### src/rtl/e_m_reg.sv
`default_nettype none
// ============================================================================
// Module      : e_m_reg
// Description : E->M pipeline register with exception merge, Tnew countdown
//               and flush-to-handler on an interrupt/exception request.
// Revision    : 1.0 - initial release
// ============================================================================
module e_m_reg (
    input  logic        clk,
    input  logic        reset,
    input  logic        Req,
    input  logic        en,
    input  logic [31:0] E_pc,
    input  logic [31:0] E_instr,
    input  logic [31:0] E_ALUresult,
    input  logic [31:0] E_rt_data,
    input  logic [4:0]  E_A3,
    input  logic [1:0]  E_Tnew,
    input  logic        E_BD,
    input  logic        E_Exc_in,
    input  logic [4:0]  E_ExcCode_in,
    input  logic        E_Exc_Ov,
    input  logic        E_Exc_Ovload,
    input  logic        E_Exc_Ovstore,
    output logic [31:0] M_pc,
    output logic [31:0] M_instr,
    output logic [31:0] M_ALUresult,
    output logic [31:0] M_rt_data,
    output logic [4:0]  M_A3,
    output logic [1:0]  M_Tnew,
    output logic        M_BD,
    output logic        M_Exc,
    output logic [4:0]  M_ExcCode
);

    localparam logic [31:0] c_HANDLER_PC     = 32'h0000_4180;
    localparam logic [4:0]  c_EXCCODE_NONE   = 5'd0;
    localparam logic [4:0]  c_EXCCODE_ADEL   = 5'd4;
    localparam logic [4:0]  c_EXCCODE_ADES   = 5'd5;
    localparam logic [4:0]  c_EXCCODE_OV     = 5'd12;

    logic [31:0] pc_q;
    logic [31:0] instr_q;
    logic [31:0] alu_q;
    logic [31:0] rt_data_q;
    logic [4:0]  a3_q;
    logic [1:0]  tnew_q;
    logic        bd_q;
    logic        exc_q;
    logic [4:0]  exccode_q;

    logic        exc_d;
    logic [4:0]  exccode_d;
    logic [4:0]  a3_d;
    logic [1:0]  tnew_d;

    // An earlier-stage exception always wins over anything the ALU reports.
    always_comb begin
        exc_d     = 1'b1;
        exccode_d = c_EXCCODE_NONE;
        if (E_Exc_in) begin
            exccode_d = E_ExcCode_in;
        end else if (E_Exc_Ov) begin
            exccode_d = c_EXCCODE_OV;
        end else if (E_Exc_Ovload) begin
            exccode_d = c_EXCCODE_ADEL;
        end else if (E_Exc_Ovstore) begin
            exccode_d = c_EXCCODE_ADES;
        end else begin
            exc_d = 1'b0;
        end
    end

    // A faulting instruction must neither write back nor forward.
    always_comb begin
        a3_d   = exc_d ? 5'd0 : E_A3;
        tnew_d = 2'd0;
        if (!exc_d && (E_Tnew != 2'd0)) begin
            tnew_d = E_Tnew - 2'd1;
        end
    end

    always_ff @(posedge clk) begin
        if (reset) begin
            pc_q      <= 32'd0;
            instr_q   <= 32'd0;
            alu_q     <= 32'd0;
            rt_data_q <= 32'd0;
            a3_q      <= 5'd0;
            tnew_q    <= 2'd0;
            bd_q      <= 1'b0;
            exc_q     <= 1'b0;
            exccode_q <= c_EXCCODE_NONE;
        end else if (Req) begin
            pc_q      <= c_HANDLER_PC;
            instr_q   <= 32'd0;
            alu_q     <= 32'd0;
            rt_data_q <= 32'd0;
            a3_q      <= 5'd0;
            tnew_q    <= 2'd0;
            bd_q      <= 1'b0;
            exc_q     <= 1'b0;
            exccode_q <= c_EXCCODE_NONE;
        end else if (en) begin
            pc_q      <= E_pc;
            instr_q   <= E_instr;
            alu_q     <= E_ALUresult;
            rt_data_q <= E_rt_data;
            a3_q      <= a3_d;
            tnew_q    <= tnew_d;
            bd_q      <= E_BD;
            exc_q     <= exc_d;
            exccode_q <= exccode_d;
        end
    end

    assign M_pc        = pc_q;
    assign M_instr     = instr_q;
    assign M_ALUresult = alu_q;
    assign M_rt_data   = rt_data_q;
    assign M_A3        = a3_q;
    assign M_Tnew      = tnew_q;
    assign M_BD        = bd_q;
    assign M_Exc       = exc_q;
    assign M_ExcCode   = exccode_q;

endmodule
`default_nettype wire

### config.mk
export PLATFORM = sky130hd
export DESIGN_NAME = e_m_reg
export DESIGN_NICKNAME = d
export VERILOG_FILES = /design/src/rtl/e_m_reg.sv
export SDC_FILE = /design/constraint.sdc
export NUM_CORES = 1
export LEC_CHECK = 0
export ABC_CLOCK_PERIOD_IN_PS = 1900
export CORE_MARGIN = 2
export CORE_UTILIZATION = 42
export DETAILED_ROUTE_END_ITERATION = 12
export PLACE_DENSITY = 0.83
export SETUP_SLACK_MARGIN = 0.15
export SYNTH_ARGS = -nofsm -noshare
export SYNTH_HDL_FRONTEND = slang
export SYNTH_SLANG_ARGS = --single-unit
### constraint.sdc
create_clock -name clk -period 1.9 [get_ports clk]
set_input_delay 0.285 -clock clk [delete_from_list [all_inputs] [get_ports clk]]
set_output_delay 0.285 -clock clk [all_outputs]
set_load 0.05 [all_outputs]
==> summary.md <==
| Metric | Value |
|---|---|
| Status | `finished, final reports clean` |
| Gr ovfl total | `0` |
| Vias/cell | `between 4 and 5` |
| Worst-path clk slew | `roughly 0.060 ns` |
| Core area | `about 12000 um2` |
| Met1 global-route usage | `between 20% and 30%` |
| Mapped Cells | `486` |
| Final Max Tran Viols | `0` |
| Cts bufs inserted | `17` |
| Post-synthesis register bit count | `between 100 and 150` |
| Routed wire length per instance | `15.71 um` |
| Hold WS | `about 0.30 ns` |
| Avg Cell Area, Syn | `around 11 um2` |
| HP Class | `input port to flip-flop` |
| Critical Path, Cell by Cell | `dlygate4sd2_1` |
| Layout cells sized above 1 | `~6%` |
| Worst Tran Pin Value | `~0.55 ns` |
| DRT iter0 DRCs | `~150` |
| # hold bufs at CTS | `0` |
| Peak supply drop | `approximately 470 uV` |
| Synth Warn # | `0` |
| Met3 usage | `between 10% and 20%` |
| Clock skew | `0 ns` |
| Post-CTS setup buffers | `0` |
| GR Util All Layers | `between 20% and 30%` |
| DRT Wirelength | `14940 um` |
| RSZ-0062 raised after global routing | `false` |
| CP peak stage delay | `approximately 0.55 ns` |
| Number of global-route vias before repair | `about 4500` |
| Register area | `between 2000 and 3000 um2` |
| Buffers on Ports | `290` |
| Antenna viol nets, final | `0` |
| WS Path Type | `flip-flop to primary output` |
| Crit-path slowest cell | `dlygate4sd2_1` |
| Pwr Total | `between 7 and 8 mW` |
| Top Ports | `291` |
| CP max FO | `2` |
| Slew headroom | `a little under two thirds` |
| CTS Sinks | `approximately 140` |
| Largest net degree at the start of global routing | `59` |
| Syn Nets | `between 600 and 700` |
| First-pass GRT wire length | `~23000 um` |
| GR Layer Usage met2 | `roughly two fifths` |
| Design area | `roughly 8600 um2` |
| Critical Path Sink Type | `primary output` |
| Unique masters post-synth | `21` |
| Max-Cap Viols | `0` |
| Clock latency on the worst-skew pair | `about 0.40 ns` |
| Ant. Diodes | `0` |
| Longest Clk Path Bufs | `2` |
| GPL Wtd Cong | `0.7933` |
| Initial antenna violation count | `0` |
| Clk root buf | `clkbuf_16` |
| # rows | `40` |
| Final hold vios | `0` |
| Total number of vias | `4436` |
| CTS H-tree depth | `4` |
| Fmax | `0.6171 GHz` |
| Multi-input logic area | `approximately 2100 um2` |
| Post-synthesis sequential area ratio | `54.03%` |
| Final period util | `about 85%` |
| Chip height | `115.9 um` |
| WP data required | `1.62 ns` |
| Post-DP HPWL | `about 11000 um` |
| TNS Setup | `0 ns` |
| Fill count | `941` |
| Cell family with most CP delay | `buffers and inverters` |
| CTS tree | `built` |
| Most used routing layer | `met2` |
| First-pass iteration count of the detailed router | `4` |
| Finish-stage setup viols | `0` |
| Layout area overhead | `63.61%` |
| CP Launch Type | `flip-flop` |
| DR DRC count | `0` |
| Final Critical Period | `~1.6 ns` |
| Pleak | `about 4.2 nW` |
| Post-cts resize count | `~140` |
| CP bufs+invs | `1` |
| Initial Util | `~43%` |
| Power per Cell Area | `between 800 and 900 nW/um2` |
| Die Wd | `about 120 um` |
| Cell Area, Synth | `around 5300 um2` |
| Total Die Area | `roughly 13000 um2` |
| Net count, final | `920` |
| Area of placed instances | `8168 um2` |
| CP arrival | `1.34 ns` |
-- metal layers --
layer / routed length (um) / share of wire [%]
met1: 5261 / 35
met2: 7718 / 52
met3: 1587 / 11
met4: 374 / 2.5
met5: 0 / 0
-- registers in the layout, indices dropped and copies added (netlist names), 2 cells and up --
signal,cells
M_A3,5
M_ExcCode,5
M_instr,32
M_ALUresult,32
M_rt_data,32
M_Tnew,2
M_pc,32
-- worst reg2reg max path, stage by stage, from the launching register on --
cell and delay (ns):
dfxtp_1 0.31, nor2b_1 0.12, a211oi_1 0.23, nor2_1 0.06
-- power by group --
group          switching (mW)  internal [mW]  total, mW  leakage, nW
Clock                    1.28           2.14       3.42        0.288
Combinational           0.643          0.528       1.17         2.75
Sequential             0.0466           3.08       3.12         1.16
Total                    1.97           5.74       7.71         4.19
-- layout by cell type (no fill, tap or decap) --
cell / n
dlygate4sd2_1: 141
clkinv_4: 2
clkinvlp_4: 5
a31oi_1: 1
nor4_4: 1
ha_1: 1
nand2b_1: 11
a21oi_1: 11
a211oi_1: 5
buf_12: 5
clkbuf_16: 17
nor2_1: 133
nor2b_1: 4
buf_6: 1
clkinv_2: 2
clkdlybuf4s50_1: 147
nor3_1: 1
nand3b_1: 1
clkbuf_8: 2
inv_6: 1
inv_1: 2
nand3_1: 10
buf_4: 6
bufinv_16: 3
or2_4: 1
mux2i_1: 127
dfxtp_1: 142
-- path summary, 6_finish.rpt --
check	start	end	slack, ns	cells past startpoint
worst max-delay path	M_instr[27]	M_instr[27]	0.28	1
worst max register to register	M_pc[14]	M_pc[14]	1.07	3
worst min register to register	M_ExcCode[4]	M_ExcCode[4]	0.47	2
worst min-delay path	en	M_Tnew[1]	0.30	3
-- kinds of logic after synthesis --
| family | count (synthesis) | synth area share, % |
|---|---|---|
| AOI/OAI and AO/OA | 17 | 1.879 |
| adders and majority gates | 1 | 0.2378 |
| buffers and inverters | 37 | 6.706 |
| DFF | 142 | 54.03 |
| muxes | 127 | 24.16 |
| and+or+nand+nor | 162 | 12.98 |
-- Yosys cell counts --
cell type	number	area (um2)
a211oi_1	5	37.54
a21oi_1	11	55.05
a31oi_1	1	6.260
buf_12	1	20.02
buf_2	5	25.02
buf_4	15	112.6
buf_6	3	33.78
buf_8	10	150.1
clkbuf_1	1	3.750
dfxtp_1	142	2843
ha_1	1	12.51
inv_1	2	7.510
mux2i_1	127	1271
nand2b_1	11	68.82
nand3_1	10	50.05
nand3b_1	1	7.510
nor2_1	133	499.2
nor2b_1	4	25.02
nor3_1	1	5.000
nor4_4	1	21.27
or2_1	1	6.260
-- final cells by class --
class	count	share of cell area [%]
multi-input combinational	307	24.03
timing repair buffer	300	33.26
clock inverter	13	1.904
clock buffer	19	5.262
tap	168	2.442
inverter	2	0.08721
sequential	142	33.02
-- through the flow --
stage               setup slack, ns  instances  util, %
finish                       0.2795        951    71.07
global route                 0.2205        951    71.07
floorplan                    0.7900        486        -
detailed placement           0.2417        919    67.44
CTS                          0.2604        951    71.07
global placement             0.2511        919    67.44
Note: power is estimated with default switching activity, not from simulation.
